`config.mk`:
```
export PLATFORM = sky130hd
export DESIGN_NAME = multdiv_sched_flat
export DESIGN_NICKNAME = d
export VERILOG_FILES = /design/src/rtl/proc_ctrl_pkg.sv /design/src/rtl/multdiv_sched_if.sv /design/src/rtl/md_timeout_counter.sv /design/src/rtl/multdiv_sched.sv /design/src/flat_wrapper.sv
export SDC_FILE = /design/constraint.sdc
export NUM_CORES = 1
export LEC_CHECK = 0
export CAP_MARGIN = 20
export CORE_ASPECT_RATIO = 0.5
export CORE_MARGIN = 5
export CORE_UTILIZATION = 40
export DETAILED_ROUTE_END_ITERATION = 16
export GPL_TIMING_DRIVEN = 0
export PLACE_DENSITY_LB_ADDON = 0.12
export SETUP_SLACK_MARGIN = 0.05
export SLEW_MARGIN = 40
export SYNTH_ARGS = -nofsm -noshare
export SYNTH_HDL_FRONTEND = slang
export SYNTH_SLANG_ARGS = --single-unit
```
`constraint.sdc`:
```
create_clock -name clock -period 2.8 [get_ports clock]
set_clock_uncertainty 0.05 [all_clocks]
set_input_delay 0.42 -clock clock [delete_from_list [all_inputs] [get_ports clock]]
set_output_delay 0.42 -clock clock [all_outputs]
set_load 0.01 [all_outputs]
```
`src/rtl/proc_ctrl_pkg.sv`:
```
// Shared control-path constants for the processor core: R-type MUL/DIV decode
// fields, rstatus exception codes and the MUL/DIV sequencer state encoding.
package proc_ctrl_pkg;

  localparam logic [4:0]  OP_RTYPE    = 5'b00000;
  localparam logic [4:0]  ALU_MUL     = 5'b00110;
  localparam logic [4:0]  ALU_DIV     = 5'b00111;
  localparam logic [31:0] RSTATUS_MUL = 32'd4;
  localparam logic [31:0] RSTATUS_DIV = 32'd5;

  typedef enum logic [1:0] {
    S_IDLE  = 2'd0,
    S_START = 2'd1,
    S_WAIT  = 2'd2,
    S_WB    = 2'd3
  } md_state_e;

  typedef enum logic {
    MD_MUL = 1'b0,
    MD_DIV = 1'b1
  } md_kind_e;

endpackage

```
`src/rtl/multdiv_sched_if.sv`:
```
// Decode / multdiv-unit / register-file signals seen by the MUL/DIV sequencer.
// master drives decode and unit results; slave is the sequencer itself.
interface multdiv_sched_if;

  logic        issue_valid;
  logic [4:0]  opcode;
  logic [4:0]  alu_op;
  logic [4:0]  rd;
  logic [31:0] md_result;
  logic        md_resultRDY;
  logic        md_exception;

  logic        ctrl_MULT;
  logic        ctrl_DIV;
  logic        stall;
  logic        wb_en;
  logic [4:0]  wb_reg;
  logic [31:0] wb_data;
  logic        busy;
  logic        timeout_err;

  modport master (
    output issue_valid, opcode, alu_op, rd, md_result, md_resultRDY, md_exception,
    input  ctrl_MULT, ctrl_DIV, stall, wb_en, wb_reg, wb_data, busy, timeout_err
  );

  modport slave (
    input  issue_valid, opcode, alu_op, rd, md_result, md_resultRDY, md_exception,
    output ctrl_MULT, ctrl_DIV, stall, wb_en, wb_reg, wb_data, busy, timeout_err
  );

endinterface

```
`src/rtl/md_timeout_counter.sv`:
```
// Wait-cycle counter for the MUL/DIV sequencer. tc flags the last allowed
// counting cycle, so the increment taking place then reaches TIMEOUT.
module md_timeout_counter #(
  parameter int TIMEOUT = 40
) (
  input  logic clock,
  input  logic reset,
  input  logic clr,
  input  logic en,
  output logic tc
);

  localparam int W = $clog2(TIMEOUT + 1);

  logic [W-1:0] cnt_q, cnt_d;

  // NOTE: default first, so every path assigns cnt_d and no latch is inferred.
  always_comb begin
    cnt_d = cnt_q;
    if (clr) begin
      cnt_d = '0;
    end else if (en) begin
      cnt_d = cnt_q + W'(1);
    end
  end

  // NOTE: non-blocking for state, so all flops update together on the edge.
  always_ff @(posedge clock) begin
    if (reset) begin
      cnt_q <= '0;
    end else begin
      cnt_q <= cnt_d;
    end
  end

  assign tc = en && (cnt_q == W'(TIMEOUT - 1));

endmodule

```
`src/rtl/multdiv_sched.sv`:
```
// MUL/DIV sequencer: stalls decode, strobes the shared multdiv unit, waits for
// its ready pulse and issues a single register-file writeback (or rstatus code).
module multdiv_sched
  import proc_ctrl_pkg::*;
#(
  parameter int         TIMEOUT     = 40,
  parameter logic [4:0] RSTATUS_REG = 5'd30
) (
  input logic            clock,
  input logic            reset,
  multdiv_sched_if.slave bus
);

  md_state_e   state_q, state_d;
  md_kind_e    kind_q, kind_d;
  logic [4:0]  rd_q, rd_d;
  logic        ctrl_mult_q, ctrl_mult_d;
  logic        ctrl_div_q, ctrl_div_d;
  logic        wb_en_q, wb_en_d;
  logic [4:0]  wb_reg_q, wb_reg_d;
  logic [31:0] wb_data_q, wb_data_d;
  logic        busy_q, busy_d;
  logic        timeout_err_q, timeout_err_d;
  logic        hit, cnt_tc;

  assign hit = bus.issue_valid && (bus.opcode == OP_RTYPE) &&
               ((bus.alu_op == ALU_MUL) || (bus.alu_op == ALU_DIV));

  assign bus.stall = (hit && ((state_q == S_IDLE) || (state_q == S_WB))) ||
                     (state_q == S_START) || (state_q == S_WAIT);

  md_timeout_counter #(.TIMEOUT(TIMEOUT)) u_timeout (
    .clock (clock),
    .reset (reset),
    .clr   (state_q == S_START),
    .en    (state_q == S_WAIT),
    .tc    (cnt_tc)
  );

  always_comb begin
    state_d       = state_q;
    kind_d        = kind_q;
    rd_d          = rd_q;
    wb_en_d       = 1'b0;
    wb_reg_d      = wb_reg_q;
    wb_data_d     = wb_data_q;
    timeout_err_d = timeout_err_q;

    unique case (state_q)
      S_IDLE, S_WB: begin
        if (hit) begin
          state_d = S_START;
          kind_d  = (bus.alu_op == ALU_DIV) ? MD_DIV : MD_MUL;
          rd_d    = bus.rd;
        end else begin
          state_d = S_IDLE;
        end
      end
      S_START: state_d = S_WAIT;
      S_WAIT: begin
        // A ready pulse on the final wait cycle still wins over the timeout.
        if (bus.md_resultRDY) begin
          state_d = S_WB;
          if (bus.md_exception) begin
            wb_en_d   = 1'b1;
            wb_reg_d  = RSTATUS_REG;
            wb_data_d = (kind_q == MD_DIV) ? RSTATUS_DIV : RSTATUS_MUL;
          end else if (rd_q != 5'd0) begin
            wb_en_d   = 1'b1;
            wb_reg_d  = rd_q;
            wb_data_d = bus.md_result;
          end
        end else if (cnt_tc) begin
          state_d       = S_IDLE;
          timeout_err_d = 1'b1;
        end
      end
      default: state_d = S_IDLE;
    endcase

    ctrl_mult_d = (state_d == S_START) && (kind_d == MD_MUL);
    ctrl_div_d  = (state_d == S_START) && (kind_d == MD_DIV);
    busy_d      = (state_d != S_IDLE);
  end

  always_ff @(posedge clock) begin
    if (reset) begin
      state_q       <= S_IDLE;
      kind_q        <= MD_MUL;
      rd_q          <= '0;
      ctrl_mult_q   <= 1'b0;
      ctrl_div_q    <= 1'b0;
      wb_en_q       <= 1'b0;
      wb_reg_q      <= '0;
      wb_data_q     <= '0;
      busy_q        <= 1'b0;
      timeout_err_q <= 1'b0;
    end else begin
      state_q       <= state_d;
      kind_q        <= kind_d;
      rd_q          <= rd_d;
      ctrl_mult_q   <= ctrl_mult_d;
      ctrl_div_q    <= ctrl_div_d;
      wb_en_q       <= wb_en_d;
      wb_reg_q      <= wb_reg_d;
      wb_data_q     <= wb_data_d;
      busy_q        <= busy_d;
      timeout_err_q <= timeout_err_d;
    end
  end

  assign bus.ctrl_MULT   = ctrl_mult_q;
  assign bus.ctrl_DIV    = ctrl_div_q;
  assign bus.wb_en       = wb_en_q;
  assign bus.wb_reg      = wb_reg_q;
  assign bus.wb_data     = wb_data_q;
  assign bus.busy        = busy_q;
  assign bus.timeout_err = timeout_err_q;

endmodule
```
`src/flat_wrapper.sv`:
```
// flat-port wrapper written by rule: the top's interface ports become plain ports
module multdiv_sched_flat import proc_ctrl_pkg::*;
#(
  parameter int         TIMEOUT     = 40,
  parameter logic [4:0] RSTATUS_REG = 5'd30
)
  (clock, reset, bus_issue_valid, bus_opcode, bus_alu_op, bus_rd, bus_md_result, bus_md_resultRDY, bus_md_exception, bus_ctrl_MULT, bus_ctrl_DIV, bus_stall, bus_wb_en, bus_wb_reg, bus_wb_data, bus_busy, bus_timeout_err);
  multdiv_sched_if bus_i ();
  input logic clock;
  input logic reset;
  input wire logic [$bits(bus_i.issue_valid)-1:0] bus_issue_valid;
  input wire logic [$bits(bus_i.opcode)-1:0] bus_opcode;
  input wire logic [$bits(bus_i.alu_op)-1:0] bus_alu_op;
  input wire logic [$bits(bus_i.rd)-1:0] bus_rd;
  input wire logic [$bits(bus_i.md_result)-1:0] bus_md_result;
  input wire logic [$bits(bus_i.md_resultRDY)-1:0] bus_md_resultRDY;
  input wire logic [$bits(bus_i.md_exception)-1:0] bus_md_exception;
  output wire logic [$bits(bus_i.ctrl_MULT)-1:0] bus_ctrl_MULT;
  output wire logic [$bits(bus_i.ctrl_DIV)-1:0] bus_ctrl_DIV;
  output wire logic [$bits(bus_i.stall)-1:0] bus_stall;
  output wire logic [$bits(bus_i.wb_en)-1:0] bus_wb_en;
  output wire logic [$bits(bus_i.wb_reg)-1:0] bus_wb_reg;
  output wire logic [$bits(bus_i.wb_data)-1:0] bus_wb_data;
  output wire logic [$bits(bus_i.busy)-1:0] bus_busy;
  output wire logic [$bits(bus_i.timeout_err)-1:0] bus_timeout_err;
  assign bus_i.issue_valid = bus_issue_valid;
  assign bus_i.opcode = bus_opcode;
  assign bus_i.alu_op = bus_alu_op;
  assign bus_i.rd = bus_rd;
  assign bus_i.md_result = bus_md_result;
  assign bus_i.md_resultRDY = bus_md_resultRDY;
  assign bus_i.md_exception = bus_md_exception;
  assign bus_ctrl_MULT = bus_i.ctrl_MULT;
  assign bus_ctrl_DIV = bus_i.ctrl_DIV;
  assign bus_stall = bus_i.stall;
  assign bus_wb_en = bus_i.wb_en;
  assign bus_wb_reg = bus_i.wb_reg;
  assign bus_wb_data = bus_i.wb_data;
  assign bus_busy = bus_i.busy;
  assign bus_timeout_err = bus_i.timeout_err;
  multdiv_sched #(.TIMEOUT(TIMEOUT), .RSTATUS_REG(RSTATUS_REG)) u_core (.clock(clock), .reset(reset), .bus(bus_i));
endmodule
```
# After elaboration in Yosys (flattened, before gate mapping)
# Index checks and enable logic that the tools add are counted.
# word_totals
register_bits,56
inputBits,52
output_inout_bits,43
# op_classes
n_addsub,1
eq_ne,7
muxes,14
n_bitwise,3
reduce_logical,21
# ops
operator,count
two-way mux 32 bit,2
equality test 5 x 3 -> 1 bit (second input constant),2
two-way mux 5 bit,2
two-way mux 1 bit,7
adder 6 x 1 -> 6 bit (second input constant),1
equality test 6 bit (second input constant),1
logical AND 1 bit,6
case mux 2 bit (3 select lines),1
AND reduction 3 bit,2
logical NOT 5 bit,1
nonzero test 5 bit,1
equality test 2 x 1 -> 1 bit (second input constant),2
equality test 2 bit (second input constant),2
logical OR 1 bit,4
two-way mux 2 bit,2
nonzero test 2 bit,2
OR reduction 2 bit,2
inverter 1 bit,3
OR reduction 3 bit,1
logical NOT 2 bit,1
AND reduction 2 bit,1

# Logic depth before layout (Yosys ltp)
# Gate-level depths: netlist of run 1.
# depth
ltp_word,7
mapped_depth,7
depth_no_buf,6

# Modules after synthesis
# Synthesis of run 1 repeated with hierarchy kept, for this count alone.
# unflattened
hier_cells,318
hier_area_um2,2666.3
# by_module_without_submodules
module,instances,cells_per_inst,area_per_inst_um2,seq_area_each_um2
multdiv_sched,1,289,2404.8,1001.0
md_timeout_counter,1,29,261.5,120.1

# Worst setup path before layout of run 1
# OpenSTA, ideal clock, no wires.
# synth_path
path_type,register -> register
startpoint,register u_core.state_q[0]
endpoint,register u_core.ctrl_div_q (netlist: u_core.bus.ctrl_DIV)
arrival_ps,1792
t_required_ps,2664
setup_slack_ps,872
path_stages_with_launch,7
path_buffers,0
period_less_slack_ps,1928
path_cell_list,dfxtp_1 inv_1 ha_1 nor4b_1 nand4_2 or2_2 a211oi_1
# synth_between
elab_chain_cells,7
word_cells_on_any_way,12
# synth_lines
item,line_no,rtl
"start, declared",multdiv_sched.sv:14,"md_state_e state_q, state_d;"
"start signal, assigned",multdiv_sched.sv:99,state_q <= state_d;
equality test 2 bit,"multdiv_sched.sv:36, multdiv_sched.sv:49",
logical AND 1 bit,md_timeout_counter.sv:36,assign tc = en && (cnt_q == W'(TIMEOUT - 1));
two-way mux 2 bit,multdiv_sched.sv:73,end else if (cnt_tc) begin
two-way mux 2 bit,multdiv_sched.sv:62,if (bus.md_resultRDY) begin
case mux 2 bit (3 select lines),multdiv_sched.sv:49,unique case (state_q)
equality test 2 x 1 -> 1 bit,multdiv_sched.sv:82,ctrl_div_d = (state_d == S_START) && (kind_d == MD_DIV);
logical AND 1 bit (*),multdiv_sched.sv:82,
"end signal, assigned",multdiv_sched.sv:103,ctrl_div_q <= ctrl_div_d;
"end, declared",multdiv_sched.sv:18,"logic ctrl_div_q, ctrl_div_d;"
# Mark *: on every way between the ends. The rest lies on a longest branch, timed or not.
# A chain may end at the register's enable or synchronous reset.

# Worst setup path in the final report of run 1
# layout_path
startpoint,register u_core.state_q[0]
endpoint,output port bus_stall
# layout_between
elab_chain_cells,5
word_cells_on_any_way,8
# layout_lines
item,line_no,rtl
equality test 2 bit / logical NOT 2 bit (equally long branches),multdiv_sched.sv:29,assign bus.stall = (hit && ((state_q == S_IDLE) || (state_q == S_WB))) ||
logical OR 1 bit,multdiv_sched.sv:29,
logical AND 1 bit,multdiv_sched.sv:29,
logical OR 1 bit,multdiv_sched.sv:29,
logical OR 1 bit (*),multdiv_sched.sv:30,(state_q == S_START) || (state_q == S_WAIT);
"end, declared",flat_wrapper.sv:20,output wire logic [$bits(bus_i.stall)-1:0] bus_stall;
# Marked as above.

==> results of run 1 <==
[cell type report]
cell class,instances,area [um2],area share
sequential,56,1121,0.3584
clock inverter,1,5.005,0.001600
multi-input combinational,115,819.5,0.2620
timing repair buffer,94,938.4,0.3000
tap,70,87.58,0.02800
clock buffer,6,72.57,0.02320
inverter,3,11.26,0.003600
buffer,12,72.57,0.02320
[routing by layer]
metal	vias to the layer above	global-route usage
met3	5	0.04449
met2	65	0.2724
met5	-	0
li1	873	-
met1	838	0.1924
met4	0	0.04211
[critical path, stage by stage, from the launching register on]
cell	delay (ns)
dfxtp_1	0.35
inv_1	0.06
ha_1	0.23
clkbuf_1	0.39
nor2_1	0.10
nand2_1	0.08
clkdlybuf4s50_1	0.53
[through the flow]
step	setup slack, ns	area (um2)
CTS	0.1898	3122
detailed placement	0.04321	3037
global route	0.1238	3128
floorplan	0.8722	2018
global placement	0.05726	3037
finish	0.2774	3128
[worst min-delay path by stage]
stage,start,endpoint
floorplan,u_core.u_timeout.cnt_q[5],u_core.u_timeout.cnt_q[5]
global placement,u_core.bus.wb_data[29],u_core.bus.wb_data[29]
detailed placement,u_core.bus.wb_data[25],u_core.bus.wb_data[25]
CTS,bus_md_exception,u_core.bus.wb_reg[3]
global route,u_core.bus.wb_data[10],u_core.bus.wb_data[10]
finish,bus_md_exception,u_core.bus.wb_reg[2]
[cells in the final DEF, fill, tap and decap left out, drive strengths merged, types with 2 or more instances in the layout]
| cell type | count |
|---|---|
| clkdlybuf4s50 | 93 |
| dfxtp | 56 |
| a22o | 31 |
| nor2 | 27 |
| clkbuf | 11 |
| buf | 8 |
| mux2i | 7 |
| a211oi | 6 |
| nand2 | 5 |
| a21oi | 5 |
| nand4 | 5 |
| inv | 3 |
| nor2b | 3 |
| xor2 | 3 |
| ha | 3 |
| nor4b | 3 |
| or2 | 2 |
| nor3b | 2 |
[logic make-up after synthesis]
kind of cell    Yosys count  share of synthesized area
fa+ha+maj                 3                    0.01860
compound gates           49                     0.1984
flops                    56                     0.5555
simple gates             52                     0.1339
buf+inv                  15                    0.04154
xor+xnor                  4                    0.01736
mux                       7                    0.03472
[what timing repair did]
action | in CTS | in global routing
buffers inserted | 1 | 0
hold buffers | 0 | 0
pin swaps | 1 | 0
setup endpoints to repair | 1 | 1
resized for setup | 0 | 1
[power groups by stage]
stage                     Clock, mW  Combinational [mW]  Sequential (mW)
after floorplan                   0              0.0184            0.814
after CTS                     0.425              0.0971            0.796
after global routing          0.462               0.104            0.796
after detailed placement          0              0.0967            0.814
after global placement            0              0.0955            0.814
final                         0.409              0.0972            0.796
==> flow_metrics.tcl, run 1 <==
set metrics [dict create \
    nNetsFinal 342 \
    fp.dieW_um 110.5 \
    dp_hpwl_um 4026 \
    synth_nets 241 \
    hold_viol_final 0 \
    rrSetupSlack_ns 0.87 \
    synth_area_per_cell_um2 10.85 \
    num-fill-cells 427 \
    detail-route-antenna-nets 0 \
    yosys_most_used_dff "dfxtp_1" \
    detailroute.wirelength.met3_um 302 \
    largest_reg_flops 32 \
    synth_top_area_share 0.5555 \
    clk_path_buf_depth 2 \
    cts-root-buf "clkbuf_8" \
    tightestPinTransition_ns 0.4552 \
    area_growth_pct 54.99 \
    yosysMostFrequentCell "dfxtp_1" \
    grt_max_degree 16 \
    place.port_buffers 93 \
    syn_inst 186 \
    cts_sinks 56 \
    final_layout_size_suffix_gt1_frac 0.07317 \
    cap_violations 0 \
    ys_seq_elements 56 \
    crit_type "flip-flop to primary output" \
    globalplace.congestion 0.7583 \
    cts_tree "yes" \
    critPathLaunch "u_core.state_q[0]" \
    slew_violations 0 \
    num_rows 18 \
    endpoint_kind "primary output" \
    core_area_um2 4910 \
    irDropWorstVdd_mv 0.2032 \
    p_sw_frac 0.2059 \
    wire_per_inst_um 14.29 \
    die-area_um2 6652 \
    worstReg2RegEnd "u_core.bus.wb_data[11]" \
    grt_pass1_vias 1749 \
    critPathMaxFanout 10 \
    min_period_over_period 0.9009 \
    drt_wl_total_um 5103 \
    tns_ns 0 \
    holdWs_ns 0.4287 \
    rsz0062_at_grt "false" \
    holdPathStages 3 \
    numCtsBuffers 5 \
    die_h_um 60.23 \
    h-tree-depth 2 \
    avgViaCountPerCell 4.989 \
    power.leakage_nw 1.214 \
    first_iter_violations 102 \
    synth_edf_count 0 \
    setup_violations 0 \
    post-place-cells 349 \
    dr_total_vias 1781 \
    clk_latency_ns 0.30 \
    rr_startpoint "u_core.rd_q[0]" \
    internal_power_mw 1.034 \
    crit_arrival_ns 2.05 \
    synthTopCellsByCount "dfxtp_1, a22o_1, nor2_1" \
    total_power_mw 1.302 \
    status "complete, no violations" \
    synthArstFlopShare 0 \
    drc 0 \
    wl_met1_um 2344 \
    maxSlewHeadroom 0.6965 \
    clk_pin_slew_worst_paths_ns 0.10 \
    antenna_found_initial 0 \
    ys_seq_area_frac 0.5555 \
    grt.total_usage 0.1557 \
    ys_warn_count 0 \
    r2r_cells 5 \
    synth_area_um2 2018 \
    start_util 0.4111 \
    yosys-top-cells-area "dfxtp_1, a22o_1, nor2_1" \
    diodes 0 \
    crit_path_end "bus_stall" \
    comb_power_share 0.075 \
    wl_met2_um 2412 \
    synth.distinct_cells 34 \
    clkPwrFrac 0.314 \
    fmax_mhz 396.4 \
    seqPwrFrac 0.611 \
    yosys.area.top_type "dfxtp_1" \
    final-instance-count-excl-fill 357 \
    cp_data_required_time_ns 2.33 \
    min_period_ns 2.523 \
    io_pins 95 \
    grt_overflow 0 \
    postLayoutCoreUtil 0.6371 \
    routed.top_layer "met4" \
    power.switching_mw 0.2680 \
    drtPass1Iterations 5 \
    hp-class "primary input to flip-flop" \
    grt_pass1_wl_um 8369 \
    cp-start-kind "flip-flop" \
    power_density_nw_per_um2 416.2 \
]
Power figures use the tool's default switching activity.
==> run 2: changes to the inputs <==
CAP_MARGIN = 15   (was 20)
CORE_UTILIZATION = 51   (was 40)
DONT_BUFFER_PORTS = 1   (was not set)
==> run 2 against run 1 <==
Effect of this change:
- clock power rose by 4.9%
- via count fell by 21%
- first-iteration DRC count fell by 62%
- critical path type unchanged
- largest power group unchanged
- final cell count fell by 31%
- power fell by 4.1%
- combinational power fell by 76%
- register-to-register slack got worse by 0.28 ns
- flip-flop and latch count did not move
==> flow_metrics.tcl, run 2 (synthesized netlist as in run 1, its figures left out) <==
set metrics [dict create \
    grt_max_degree 18 \
    fp.dieW_um 98.97 \
    grt_overflow 0 \
    cts_tree "yes" \
    slew_violations 0 \
    worstReg2RegEnd "u_core.bus.ctrl_DIV" \
    holdPathStages 1 \
    hp-class "primary input to flip-flop" \
    first_iter_violations 39 \
    slowest_stage "nand4_2" \
    grt_pass1_vias 1314 \
    dp_hpwl_um 3064 \
    antenna_found_initial 0 \
    hold_path_startpoint "bus_md_result[5]" \
    final_cell_mix "dfxtp_1, a22o_1, nor2_1, mux2i_1" \
    holdWs_ns 0.1853 \
    numCtsBuffers 5 \
    hold_end "u_core.bus.wb_data[5]" \
    seqCellArea_um2 1121 \
    p_sw_frac 0.2141 \
    rr_startpoint "u_core.state_q[0]" \
    io_pins 95 \
    r2r_cells 6 \
    num-fill-cells 340 \
    grt.total_usage 0.1509 \
    clkPwrFrac 0.344 \
    slowest_delay_ns 0.39 \
    diodes 0 \
    h-tree-depth 2 \
    hold_viol_final 0 \
    critPathMaxFanout 10 \
    worstPathBufferInverterCount 1 \
    drtPass1Iterations 4 \
    rrSetupSlack_ns 0.59 \
    final_common_cell "dfxtp_1" \
    cp_data_required_time_ns 2.33 \
    final-instance-count-excl-fill 248 \
    power_density_nw_per_um2 573.9 \
    fmax_mhz 402.9 \
    place.port_buffers 0 \
    clk_path_buf_depth 2 \
    min_period_over_period 0.8865 \
    wire_per_inst_um 16.83 \
    cp_top_family "simple AND/OR/NAND/NOR gates" \
    grt_pass1_wl_um 6292 \
    drc 0 \
    min_period_ns 2.482 \
    crit_type "flip-flop to primary output" \
    power.switching_mw 0.2672 \
    seqPwrFrac 0.638 \
    final_layout_size_suffix_gt1_frac 0.1031 \
    ctsHoldBuffers 0 \
    setup_violations 0 \
    drt_wl_total_um 4174 \
    post-place-cells 240 \
    die-area_um2 5392 \
    detail-route-antenna-nets 0 \
    dr_total_vias 1404 \
    cp_num_cells 5 \
    multi_input_area_um2 813.3 \
    clk_latency_ns 0.30 \
    postCtsSetupRepairBufs 0 \
    die_h_um 54.48 \
    nNetsFinal 248 \
    cts_sinks 56 \
    tightestPinTransition_ns 0.4592 \
    irDropWorstVdd_mv 0.2301 \
    rsz0062_at_grt "false" \
    start_util 0.5223 \
    clk_pin_slew_worst_paths_ns 0.09 \
    cp-start-kind "flip-flop" \
    cts-root-buf "clkbuf_8" \
    cts_resized 0 \
    largest_reg_flops 32 \
    tns_ns 0 \
    num_rows 16 \
    power.leakage_nw 0.8690 \
    internal_power_mw 0.9809 \
    core_area_um2 3864 \
    crit_arrival_ns 2.01 \
    avgViaCountPerCell 5.661 \
    endpoint_kind "primary output" \
    status "complete, no violations" \
    cap_violations 0 \
    maxSlewHeadroom 0.6938 \
    area_growth_pct 7.750 \
    comb_power_share 0.019 \
    crit_chain "inv_1 > ha_1 > nor4b_1 > nand4_2 > nand2_1" \
    globalplace.congestion 0.7673 \
]
## run 2: cell types whose count changed in the layout (fill, tap and decap cells not counted), sizes merged
cell           previous run  this run
clkdlybuf4s50            93         0
buf                       8         7
clkinvlp                  0         1
## run 2: power groups by stage
stage	Sequential, mW	Clock [mW]	Combinational, mW
3_3_place_gp	0.814	0	0.0233
4_1_cts	0.796	0.447	0.0236
2_1_floorplan	0.814	0	0.0184
6_report	0.796	0.429	0.0232
5_1_grt	0.796	0.477	0.0264
3_5_place_dp	0.814	0	0.0237
## run 2: worst max path at each step
stage	from	to	slack, ns
after floorplan	u_core.state_q[0]	u_core.bus.ctrl_DIV	0.87
after global placement	u_core.state_q[0]	u_core.bus.ctrl_DIV	0.64
after detailed placement	u_core.state_q[0]	u_core.bus.ctrl_DIV	0.54
after CTS	u_core.state_q[0]	bus_stall	0.24
after global routing	u_core.state_q[0]	bus_stall	0.12
final	u_core.state_q[0]	bus_stall	0.32
## run 2: layout make-up
type / instances / share of cell area
Buffer: 12 / 0.03337
Clock buffer: 6 / 0.03337
Clock inverter: 2 / 0.007480
Inverter: 3 / 0.005178
Multi-Input combinational cell: 115 / 0.3740
Sequential cell: 56 / 0.5155
Tap cell: 54 / 0.03107
## run 2: routing by layer
layer / vias up / global-route usage / part of all wire
li1: 687 / - / -
met5: - / 0 / 0
met2: 66 / 0.2511 / 0.45
met3: 2 / 0.07506 / 0.13
met1: 649 / 0.1747 / 0.42
met4: 0 / 0.04762 / 0.0031
## run 2: stage by stage
step           setup WS, ns  utilization  cell area [um2]  total power [mW]
2_1_floorplan        0.8722            -             2018            0.8328
3_3_place_gp         0.6424       0.5398             2086            0.8378
3_5_place_dp         0.5378       0.5398             2086            0.8382
4_1_cts              0.2432       0.5628             2175             1.267
5_1_grt              0.1161       0.5628             2175             1.300
6_report             0.3178       0.5628             2175             1.248
==> run 3: changes to the inputs <==
CORE_UTILIZATION = 45   (was 51)
MAX_ROUTING_LAYER = met4   (was not set)
==> run 3 against run 2 <==
Effect of this change:
- count of clock-buffer cells in the layout unchanged
- largest power group unchanged
- combinational power about the same
- flip-flop and latch count did not move
- register-to-register slack worse by 0.02 ns
- global-route usage down 0.34 points
- first-iteration DRC count rose by 33%
==> flow_metrics.tcl, run 3 (synthesized netlist as in run 1, its figures left out) <==
set metrics [dict create \
    status "complete, no violations" \
    drt_wl_total_um 4247 \
    wire_per_inst_um 16.92 \
    grt.busiest_layer "met2" \
    dp_hpwl_um 3150 \
    final_common_cell "dfxtp_1" \
    numCtsBuffers 5 \
    crit_type "flip-flop to primary output" \
    endpoint_kind "primary output" \
    rrSetupSlack_ns 0.57 \
    final_layout_size_suffix_gt1_frac 0.1031 \
    ctsHoldBuffers 0 \
    grt_pass1_wl_um 7038 \
    cts_tree "yes" \
    power_density_nw_per_um2 609.9 \
    setup_violations 0 \
    final-instance-count-excl-fill 251 \
    worstReg2RegEnd "u_core.bus.ctrl_DIV" \
    io_pins 95 \
    min_period_ns 2.479 \
    min_period_over_period 0.8855 \
    placed_cell_area_um2 2090 \
    cap_violations 0 \
    die_h_um 57.36 \
    hp-class "primary input to flip-flop" \
    grt_use_met3 0.05763 \
    irDropWorstVdd_mv 0.2791 \
    fp.dieW_um 104.7 \
    hold_viol_final 0 \
    cts-root-buf "clkbuf_8" \
    critPathMaxFanout 10 \
    grt_max_degree 18 \
    comb_power_share 0.018 \
    die-area_um2 6006 \
    first_iter_violations 52 \
    grt_overflow 0 \
    holdPathStages 1 \
    fmax_mhz 403.3 \
    antenna_found_initial 0 \
    dr_total_vias 1406 \
    fin_ws_ns 0.3206 \
    num_rows 17 \
    total_power_mw 1.342 \
    drtPass1Iterations 4 \
    largest_reg_flops 32 \
    core_area_um2 4360 \
    detail-route-antenna-nets 0 \
    cts_resized 0 \
    power.switching_mw 0.2692 \
    h-tree-depth 2 \
    clk_path_buf_depth 2 \
    crit_arrival_ns 2.01 \
    seqPwrFrac 0.593 \
    nNetsFinal 248 \
    final_cell_mix "dfxtp_1, a22o_1, nor2_1, mux2i_1" \
    rr_startpoint "u_core.state_q[0]" \
    grt_util_met2 0.2430 \
    tightestPinTransition_ns 0.4779 \
    drc 0 \
    start_util 0.4628 \
    maxSlewHeadroom 0.6814 \
    place.port_buffers 0 \
    cp_data_required_time_ns 2.33 \
    slew_violations 0 \
    tns_ns 0 \
    clk_pin_slew_worst_paths_ns 0.10 \
    internal_power_mw 1.073 \
    p_sw_frac 0.2006 \
    rsz0062_at_grt "false" \
    diodes 0 \
    r2r_cells 6 \
    post-place-cells 243 \
    avgViaCountPerCell 5.602 \
    globalplace.congestion 0.7751 \
    holdWs_ns 0.1822 \
    num-fill-cells 387 \
    dp_slack_ns 0.5723 \
    clk_latency_ns 0.30 \
    fin_area_um2 2201 \
    grt_pass1_vias 1470 \
    grt_use_met1 0.1686 \
    postCtsSetupRepairBufs 0 \
    hold_path_startpoint "bus_md_result[20]" \
    postLayoutCoreUtil 0.5047 \
    hold_end "u_core.bus.wb_data[20]" \
    area_growth_pct 9.051 \
    cts_sinks 56 \
    power.leakage_nw 0.8834 \
    cp-start-kind "flip-flop" \
    grt.total_usage 0.1475 \
    clkPwrFrac 0.390 \
]
run 3: cell types whose count changed in the layout (fill, tap and decap cells not counted):
cell,before,now
bufinv_16,0,1
clkinv_4,1,0
clkinvlp_4,1,0
inv_6,0,1
run 3: power groups by stage:
stage | registers, mW | clock network (mW) | logic, mW
CTS | 0.796 | 0.541 | 0.0240
detailed placement | 0.814 | 0 | 0.0240
global route | 0.796 | 0.578 | 0.0269
global placement | 0.814 | 0 | 0.0233
floorplan | 0.814 | 0 | 0.0184
finish | 0.796 | 0.523 | 0.0235
run 3: metal layers:
layer | wire length (um) | up-vias | part of all wire
met5 | 0 | - | 0
met4 | 40 | 0 | 0.0094
met3 | 390 | 4 | 0.092
met2 | 1960 | 54 | 0.46
met1 | 1855 | 661 | 0.44
li1 | - | 687 | -
run 3: final cells by class:
type / instances / area, um2 / area share
plain buffers: 12 / 72.57 / 0.03297
multi-input cells: 115 / 813.3 / 0.3695
inverters: 3 / 11.26 / 0.005117
clock buffers: 6 / 72.57 / 0.03297
clock inverters: 2 / 38.79 / 0.01762
well taps: 57 / 71.32 / 0.03240
flip-flops and latches: 56 / 1121 / 0.5094
run 3: how the worst max path moves through the flow:
stage / to / cells after the start / start / slack, ns
after global placement: u_core.bus.ctrl_DIV / 6 / u_core.state_q[0] / 0.64
after global routing: bus_stall / 5 / u_core.state_q[0] / 0.07
after floorplan: u_core.bus.ctrl_DIV / 6 / u_core.state_q[0] / 0.87
final: bus_stall / 5 / u_core.state_q[0] / 0.32
after detailed placement: u_core.bus.ctrl_DIV / 6 / u_core.state_q[0] / 0.57
after CTS: bus_stall / 5 / u_core.state_q[0] / 0.29
run 3: worst max-delay path, cell delays in order, from the launching register on:
cell	delay [ns]
dfxtp_1	0.37
inv_1	0.05
ha_1	0.32
nor4b_1	0.32
nand4_2	0.40
nand2_1	0.25
